===== src/rtl/ps2_pkg.sv =====
// rtl/ps2_pkg.sv - shared types, prefix codes and helpers for the PS/2 key decoder
package ps2_pkg;

  typedef struct packed {
    logic       toggle;
    logic       pressed;
    logic       ext;
    logic [7:0] code;
  } ps2_key_t;

  localparam logic [7:0] PS2_EXT   = 8'hE0;
  localparam logic [7:0] PS2_BRK   = 8'hF0;
  localparam logic [7:0] PS2_PAUSE = 8'hE1;

  // Keyboard replies to host commands; these never represent a key.
  localparam logic [7:0] PS2_RESP_CODES [8] = '{
    8'h00, 8'hAA, 8'hEE, 8'hFA, 8'hFC, 8'hFD, 8'hFE, 8'hFF
  };

  // Parity bit that makes the byte plus parity carry an odd number of ones.
  function automatic logic odd_parity(input logic [7:0] value);
    return ~^value;
  endfunction

  function automatic logic is_response(input logic [7:0] value);
    logic hit;
    hit = 1'b0;
    for (int i = 0; i < 8; i++) begin
      if (value == PS2_RESP_CODES[i]) hit = 1'b1;
    end
    return hit;
  endfunction

endpackage


===== src/rtl/ps2_line_filter.sv =====
// rtl/ps2_line_filter.sv - synchronises the raw PS/2 lines, deglitches the clock and
// produces a one-cycle strobe on each filtered clock fall
module ps2_line_filter #(
  parameter int FILTER_LEN = 8
) (
  input  logic clk_sys,
  input  logic reset,
  input  logic ps2_clk_in,
  input  logic ps2_data_in,
  output logic fall,
  output logic data
);

  localparam int CW = (FILTER_LEN > 1) ? $clog2(FILTER_LEN) : 1;
  localparam logic [CW-1:0] CNT_LAST = CW'(FILTER_LEN - 1);

  logic [1:0]    clk_sync;
  logic [1:0]    data_sync;
  logic          filt;
  logic [CW-1:0] cnt;

  always_ff @(posedge clk_sys or posedge reset) begin
    if (reset) begin
      clk_sync  <= 2'b11;
      data_sync <= 2'b11;
      filt      <= 1'b1;
      cnt       <= '0;
      fall      <= 1'b0;
    end else begin
      clk_sync  <= {clk_sync[0], ps2_clk_in};
      data_sync <= {data_sync[0], ps2_data_in};
      fall      <= 1'b0;
      // Any sample agreeing with the filtered level restarts the run of differing samples.
      if (clk_sync[1] == filt) begin
        cnt <= '0;
      end else if (cnt == CNT_LAST) begin
        filt <= clk_sync[1];
        cnt  <= '0;
        fall <= filt;
      end else begin
        cnt <= cnt + 1'b1;
      end
    end
  end

  assign data = data_sync[1];

endmodule


===== src/rtl/ps2_key_decoder.sv =====
// rtl/ps2_key_decoder.sv - PS/2 keyboard frame receiver producing the 11-bit ps2_key
// event word {toggle, pressed, extended, code}
module ps2_key_decoder
  import ps2_pkg::*;
#(
  parameter int FILTER_LEN     = 8,
  parameter int TIMEOUT_CYCLES = 50000
) (
  input  logic        clk_sys,
  input  logic        reset,
  input  logic        ps2_clk_in,
  input  logic        ps2_data_in,
  output logic [10:0] ps2_key,
  output logic        frame_err
);

  localparam int TW = $clog2(TIMEOUT_CYCLES + 1);
  localparam logic [TW-1:0] TMO_LAST = TW'(TIMEOUT_CYCLES - 1);

  logic          fall;
  logic          data;
  logic [3:0]    bit_cnt;
  logic [8:0]    shift;
  logic [TW-1:0] tmo;
  logic          ext;
  logic          brk;
  ps2_key_t      key;
  logic [7:0]    code;
  logic          parity_ok;

  ps2_line_filter #(.FILTER_LEN(FILTER_LEN)) u_filter (
    .clk_sys     (clk_sys),
    .reset       (reset),
    .ps2_clk_in  (ps2_clk_in),
    .ps2_data_in (ps2_data_in),
    .fall        (fall),
    .data        (data)
  );

  // After nine shifts the data byte sits in [7:0] and the parity bit in [8].
  assign code      = shift[7:0];
  assign parity_ok = (shift[8] == odd_parity(code));
  assign ps2_key   = key;

  always_ff @(posedge clk_sys or posedge reset) begin
    if (reset) begin
      bit_cnt   <= '0;
      shift     <= '0;
      tmo       <= '0;
      ext       <= 1'b0;
      brk       <= 1'b0;
      key       <= '0;
      frame_err <= 1'b0;
    end else begin
      frame_err <= 1'b0;
      if (fall) begin
        tmo <= '0;
        if (bit_cnt == 4'd0) begin
          // A high start bit is line noise, not a frame; stay idle.
          if (!data) bit_cnt <= 4'd1;
        end else if (bit_cnt != 4'd10) begin
          shift   <= {data, shift[8:1]};
          bit_cnt <= bit_cnt + 4'd1;
        end else begin
          bit_cnt <= 4'd0;
          if (!data || !parity_ok) begin
            frame_err <= 1'b1;
            ext       <= 1'b0;
            brk       <= 1'b0;
          end else if (code == PS2_EXT) begin
            ext <= 1'b1;
          end else if (code == PS2_BRK) begin
            brk <= 1'b1;
          end else if (code != PS2_PAUSE) begin
            // E1 is swallowed so Pause arrives as ordinary 14/77 make and break events.
            if (!is_response(code)) begin
              key <= {~key.toggle, ~brk, ext, code};
            end
            ext <= 1'b0;
            brk <= 1'b0;
          end
        end
      end else if (bit_cnt != 4'd0) begin
        if (tmo == TMO_LAST) begin
          bit_cnt   <= 4'd0;
          tmo       <= '0;
          frame_err <= 1'b1;
          ext       <= 1'b0;
          brk       <= 1'b0;
        end else begin
          tmo <= tmo + 1'b1;
        end
      end
    end
  end

endmodule


===== config.mk =====
export PLATFORM = sky130hd
export DESIGN_NAME = ps2_key_decoder
export DESIGN_NICKNAME = d
export VERILOG_FILES = /design/src/rtl/ps2_pkg.sv /design/src/rtl/ps2_line_filter.sv /design/src/rtl/ps2_key_decoder.sv
export SDC_FILE = /design/constraint.sdc
export NUM_CORES = 1
export LEC_CHECK = 0
export ABC_AREA = 1
export CAP_MARGIN = 10
export CORE_MARGIN = 2
export CORE_UTILIZATION = 60
export DETAILED_ROUTE_END_ITERATION = 6
export GPL_ROUTABILITY_DRIVEN = 0
export GPL_TIMING_DRIVEN = 0
export PLACE_DENSITY = 0.77
export SETUP_SLACK_MARGIN = 0.15
export SYNTH_ARGS = -nofsm -noshare
export SYNTH_HDL_FRONTEND = slang
export SYNTH_SLANG_ARGS = --single-unit

===== constraint.sdc =====
create_clock -name clk_sys -period 2.8 [get_ports clk_sys]
set_input_delay 0.56 -clock clk_sys [delete_from_list [all_inputs] [get_ports clk_sys]]
set_output_delay 0.56 -clock clk_sys [all_outputs]
set_load 0.02 [all_outputs]

==> results of run 1 <==
## final cells by class
| cell class | count | area share [%] |
|---|---|---|
| multi-input combinational | 236 | 41.2 |
| clock buffer | 7 | 2.99 |
| inverter | 46 | 5.37 |
| sequential | 52 | 40.6 |
| timing repair buffer | 16 | 5.29 |
| clock inverter | 1 | 0.933 |
| tap | 54 | 2.10 |
| buffer | 5 | 1.44 |
## per-stage QoR
stage | cells | util (%) | power [mW] | hold WS [ns] | setup WS, ns
3_5_place_dp | 409 | 66.3 | 0.886 | 0.347 | 0.780
3_3_place_gp | 408 | 65.9 | 0.875 | 0.346 | 0.0453
2_1_floorplan | 339 | - | 0.859 | 0.345 | 0.990
5_1_grt | 417 | 69.0 | 1.48 | 0.369 | 0.569
6_report | 417 | 69.0 | 1.41 | 0.359 | 0.777
4_1_cts | 417 | 69.0 | 1.43 | 0.360 | 0.759
## cell usage in the layout (no fill, tap or decap), types with 3 or more instances in the layout
cell type and n:
dfstp_2 5, a21oi_1 8, nor3_1 13, clkdlybuf4s50_1 15, inv_1 41, buf_6 3, clkbuf_8 7, nor2_1 34
inv_2 5, a211oi_1 3, nor2_2 3, xor2_1 3, nand2_1 72, o21ai_0 8, nand4_1 5, nand3_1 18
nor2_4 3, dfrtp_1 47, ha_1 19, o21ai_2 10, nand2_2 13, o21ai_1 12
## routing by layer
metal  track usage [%]  wire, um  vias to the layer above
met4              5.35        37                        0
met3              4.28       128                        4
met2              33.2      2280                       34
li1                  -         -                     1126
met1              31.8      2650                      987
met5                 0         0                        -
## state kept, by name, indices dropped and copies added, names as in the netlist
name,flops
bit_cnt,4
brk,1
ext,1
frame_err,1
ps2_key,11
shift,9
tmo,16
u_filter.clk_sync,2
u_filter.cnt,3
u_filter.data_sync,2
u_filter.fall,1
u_filter.filt,1
## logic make-up after synthesis
logic type / count (synthesis) / synth area share [%]
buffers and inverters: 51 / 7.68
AOI/OAI and AO/OA: 45 / 9.78
xor gates and xnor gates: 4 / 1.23
and+or+nand+nor: 168 / 27.1
DFF: 52 / 45.8
adders and majority gates: 19 / 8.33
## worst max-delay path, delay by kind of cell, from the launching register on
kind | cells | cell delay (ns)
adders and majority gates | 1 | 0.28
DFF | 1 | 0.42
and+or+nand+nor | 7 | 0.72
buffers and inverters | 4 | 0.44
AOI/OAI and AO/OA | 1 | 0.04
## power by group through the flow
stage                     clock network [mW]  logic, mW  registers [mW]
after floorplan                            0     0.0517           0.807
after global placement                     0     0.0658           0.809
after detailed placement                   0     0.0734           0.812
after CTS                              0.560     0.0735           0.798
after global routing                   0.591     0.0851           0.800
final                                  0.546     0.0695           0.797
## final timing paths
check,to,slack [ns]
setup / recovery,ps2_key[2],0.78
hold / removal,u_filter.data_sync[1],0.36
min in group asynchronous,tmo[10],0.54
setup reg to reg,ps2_key[2],0.78
max in group asynchronous,u_filter.data_sync[1],1.71
hold reg to reg,u_filter.data_sync[1],0.36
==> run summary, run 1 <==
Vias in the first global route - 2052
Yosys top cell by area - dfrtp_1
Pwr dens - 439 nW/um^2
DRT Pass-1 Iters - 5
# DRC - 0
Routed Antenna Nets - 0
EDFF count, synth - 0
# rows - 25
Critical path data arrival time - 2.22 ns
Buffers on Ports - 15
Hold crit path type - register to register
Wire length per cell - 12.2 um
Hold Crit Depth - 0
Final setup vio count - 0
Maximum clock rate - 0.494 GHz
Critical Path RT - 2.99 ns
CP Launch Type - register
Pins Over Slew Limit - 0
DR vias/cell - 5.16
Maxcap violations - 0
I/O pin cnt - 16
Starting Density - 61.2%
Initial antenna violation count - 0
Cell Chain, Critical Path - inv_1 > ha_1 > inv_1 > nand2_1 > nand2_1 > inv_1 > nand3_1 > nand3_1 > nor2_2 > nand2_2 > buf_6 > nand2_2 > o21ai_2
Leakage Power - 1.55 nW
Clock sinks - 52
Initial DRC Count - 140
Pin count of the biggest net entering global routing - 41
Psw - 286 uW
Worst VDD drop - 0.000463 V
Slew headroom - 78.9%
Seq cells post-synth - 52
Clk pwr share - 38.6%
Cts bufs inserted - 5
Combinational share of power - 4.9%
Hold Fails Final Rpt - 0
Via count - 2151
CP peak stage delay - 0.42 ns
Most used cell, CP - inv_1
Clock Latency Late Sink - 0.29 ns
Synth area leaders - dfrtp_1 (41%), nand2_1 (9.5%), ha_1 (8.3%), inv_1 (5.5%), dfstp_2 (4.6%)
Max clock buf depth - 2
Hold path start - u_filter.data_sync[0]
Total core area - 4660 sq um
Yosys warnings - 0
Final net count - 385
Syn Std Cell Area - 2850 sq um
Int Pwr - 1.13 mW
Setup Buffers After CTS - 0
Distinct cells, synth - 32
Syn-to-layout area delta - 12.8%
Overflow after GRT - 0
Seq pwr share - 56.5%
Critical Path Start - shift[1]
Status - complete, no violations
Register area share after synthesis - 45.8%
N_diodes - 0
Total Routing Usage GR - 21.7%
Design area - 3220 sq um
Reg2reg path depth - 13
First-pass GRT wire length - 9020 um
Synth top area share - 41.2%
Die area - 5320 sq um
Max FO, Critical Path - 10
FFs w/ async S/R, synth - 100%
Critical Path Slowest Stage Cell - dfrtp_1
CTS resizes - 0
RSZ-0062 raised after global routing - false
CTS root buffer - clkbuf_8
Final HPWL from detailed placement - 3890 um
Fin crit share - 72.3%
Die Span Y - 73.0 um
Critical Setup Path Class - register to register
Total wire length - 5100 um
Clk_skew - 0.00745 ns
CP endpoint kind - register
Post-CTS Hold Buffers - 0
CTS tree - done
Clk slew on worst S/H paths - 0.09 ns
Commonest cells post-synth - nand2_1 (72), dfrtp_1 (47), inv_1 (42), nor2_1 (34), ha_1 (19)
Storage element area - 1310 sq um
Syn Inst Count - 339
Area taken by multi-input logic gates - 1330 sq um
Layout cell share with drive strength beyond 1 - 15.7%
Least-Margin Pin Slew - 0.315 ns
Sw Ratio - 20.3%
Average size of a mapped cell - 8.42 sq um
R2r startpoint - shift[1]
H-tree levels - 2
Top-count cell post-synth - nand2_1
Minimum clock period - 2.02 ns
Die span in x - 73.0 um
Syn Nets - 362
Ys flop type - dfrtp_1
Fill cells - 381
DP Area - 3090 sq um
Setup_tns - 0 ns
(Power assumes the default switching activity.)
==> run 2, diff against run 1 <==
--- a/config.mk
+++ b/config.mk
@@ -8,11 +8,11 @@
 export ABC_AREA = 1
 export CAP_MARGIN = 10
 export CORE_MARGIN = 2
-export CORE_UTILIZATION = 60
+export CORE_UTILIZATION = 54
 export DETAILED_ROUTE_END_ITERATION = 6
 export GPL_ROUTABILITY_DRIVEN = 0
 export GPL_TIMING_DRIVEN = 0
-export PLACE_DENSITY = 0.77
+export PLACE_DENSITY = 0.73
 export SETUP_SLACK_MARGIN = 0.15
 export SYNTH_ARGS = -nofsm -noshare
 export SYNTH_HDL_FRONTEND = slang
==> constraint.sdc (replaced) <==
create_clock -name clk_sys -period 1.85 [get_ports clk_sys]
set_input_delay 0.37 -clock clk_sys [delete_from_list [all_inputs] [get_ports clk_sys]]
set_output_delay 0.37 -clock clk_sys [all_outputs]
set_load 0.02 [all_outputs]
==> run 2 against run 1 <==
  * The flow now finishes with violations (setup timing)
  * First-iteration DRC count rose by 71%
  * Power rose by 42%
  * Highest routed layer unchanged
  * Clock power rose by 26%
  * Hold slack improved by 0.0026 ns
  * Sequential share of layout area fell by 8.0 points
  * Count of clock-buffer cells in the layout fell by 1
  * Utilization rose by 9.3 points
  * Die area rose by 10%
  * Largest power group unchanged
  * Register-to-register slack got worse by 0.79 ns
==> run summary, run 2 (synthesis gave the netlist of run 1 again) <==
Layout cell share with drive strength beyond 1 - 40.8% (+25 points)
Final net count - 426 (+11%)
Critical Path Start - shift[5]
Clock Latency Late Sink - 0.31 ns (+0.02 ns)
# rows - 26 (+4.0%)
Worst Setup Slack, final - -0.0174 ns (-0.794 ns)
DP Area - 3170 sq um (+2.4%)
Starting Density - 55.9% (-5.4 points)
Die Span Y - 76.7 um (+5.1%)
Hold Crit Depth - 0 (unchanged)
Design area - 4000 sq um (+24%)
Fin crit share - 101% (+29 points)
Total wire length - 7410 um (+45%)
Pin count of the biggest net entering global routing - 29 (-29%)
Largest delay share family, worst path - simple AND/OR/NAND/NOR gates
RSZ-0062 raised after global routing - true
CP peak stage delay - 0.41 ns (about the same)
H-tree levels - 2 (unchanged)
Reg2reg path depth - 11 (-2)
Most frequent cells in the layout - nand2_1 (53), dfrtp_1 (47), buf_4 (35)
Least-Margin Pin Slew - 0.537 ns (+0.222 ns)
Initial DRC Count - 239 (+71%)
Die area - 5880 sq um (+10%)
Pins Over Slew Limit - 0 (unchanged)
Setup WS pre-CTS - -0.0384 ns (-0.819 ns)
Largest register FFs - 16 (unchanged)
CTS tree - done
Wire length per cell - 15.6 um (+28%)
Cells after DPL - 425 (+3.9%)
Buffers on Ports - 15 (unchanged)
Fill cells - 300 (-21%)
Final HPWL from detailed placement - 4210 um (+8.1%)
Worst VDD drop - 0.000565 V (+22%)
Clk_skew - 0.00563 ns (-0.00181 ns)
Maxcap violations - 0 (unchanged)
Initial antenna violation count - 0 (unchanged)
Clock sinks - 52 (unchanged)
Critical Setup Path Class - register to register
CTS root buffer - clkbuf_8
Critical Path Slowest Stage Cell - dfrtp_1
Max clock buf depth - 2 (unchanged)
Most used cell, CP - nand2_4
Failing checks - setup timing
Hold path start - u_filter.data_sync[0]
Via count - 2584 (+20%)
CP Launch Type - register
Total Routing Usage GR - 21.5% (-0.18 points)
Critical path data arrival time - 2.07 ns (-0.15 ns)
Hold WS - 0.361 ns (+0.00259 ns)
Leakage Power - 2.03 nW (+31%)
Minimum clock period - 1.87 ns (-0.156 ns)
Pwr dens - 501 nW/um^2 (+14%)
Vias in the first global route - 2264 (+10%)
N_diodes - 0 (unchanged)
Total core area - 5110 sq um (+9.6%)
Most common cell after layout, fill and taps aside - nand2_1
Overflow after GRT - 0 (unchanged)
Reg with most FFs - tmo
Maximum clock rate - 0.536 GHz (+8.3%)
CP Buf/Inv Count - 2 (-2)
Finished Core Util - 78.4% (+9.3 points)
WP depth - 11 (-2)
R2r startpoint - shift[5]
Status - complete, but fails checks
Die span in x - 76.7 um (+5.1%)
Syn-to-layout area delta - 40.3%
Max FO, Critical Path - 5 (-5)
Cts bufs inserted - 5 (unchanged)
Slew headroom - 64.1% (-15 points)
Hold crit path type - register to register
CP endpoint kind - register
Critical Path RT - 2.05 ns (-0.94 ns)
Cell Chain, Critical Path - buf_4 > ha_1 > nand2_2 > nor2_1 > nor3_1 > nand2_1 > nor2_4 > nand2_4 > clkbuf_16 > nand2_4 > o21ai_2
DRT Pass-1 Iters - 5 (unchanged)
Post-CTS Hold Buffers - 0 (unchanged)
Pwr Total - 2.01 mW (+42%)
First-pass GRT wire length - 10300 um (+14%)
I/O pin cnt - 16 (unchanged)
Hold Fails Final Rpt - 0 (unchanged)
# DRC - 0 (unchanged)
Setup_tns - -0.0174 ns (-0.0174 ns)
Final setup vio count - 1 (+1)
DR vias/cell - 5.45 (+5.7%)
Final std cells w/o fill - 474 (+14%)
Clk slew on worst S/H paths - 0.09 ns (about the same)
Routed Antenna Nets - 0 (unchanged)
[run 2: cell count changes in the layout (fill, tap and decap cells not counted), sizes merged, moves of 2 or more]
cell	previous run	this run
clkinvlp	0	2
clkdlybuf4s50	15	5
buf	6	46
dlymetal6s2s	0	9
[run 2: worst register-to-register path, stage by stage, from the launching register on]
cell and delay [ns]:
dfrtp_1 0.41, buf_4 0.17, ha_1 0.21, nand2_2 0.09, nor2_1 0.07, nor3_1 0.17, nand2_1 0.13, nor2_4 0.13
nand2_4 0.09, clkbuf_16 0.18, nand2_4 0.06, o21ai_2 0.06
[run 2: report_power, final]
| part | switching [mW] | internal (mW) |
|---|---|---|
| logic | 0.0667 | 0.0431 |
| registers | 0.0223 | 1.18 |
| clock network | 0.387 | 0.303 |
[run 2: final cells by class]
| type | instances | area (sq um) | area share (%) |
|---|---|---|---|
| clock inverter | 2 | 15.0 | 0.375 |
| clock buffer | 6 | 82.6 | 2.06 |
| sequential | 52 | 1310 | 32.7 |
| inverter | 46 | 188 | 4.69 |
| tap | 70 | 87.6 | 2.19 |
| timing repair buffer | 57 | 536 | 13.4 |
| buffer | 5 | 72.6 | 1.81 |
| multi-input combinational | 236 | 1710 | 42.8 |
[run 2: layer usage]
layer | GRT usage, % | part of all wire, %
met1 | 31.3 | 42
met3 | 4.12 | 4.1
met5 | 0 | 0
met2 | 32.0 | 52
met4 | 8.00 | 1.6
[run 2: repair_timing]
item | 4_1_cts | 5_1_grt
gates resized for setup | 3 | 109
endpoints found under the hold margin | 0 | 0
endpoints found under the setup margin | 27 | 46
cloned | 0 | 2
pin swaps | 3 | 23
buffers inserted | 17 | 22
[run 2: final timing paths]
check	end	slack [ns]
worst max-delay path	ps2_key[6]	-0.02
worst min-delay path	u_filter.data_sync[1]	0.36
worst max register to register	ps2_key[6]	-0.02
worst min register to register	u_filter.data_sync[1]	0.36
max in group asynchronous	u_filter.data_sync[0]	0.83
min in group asynchronous	ps2_key[9]	0.42
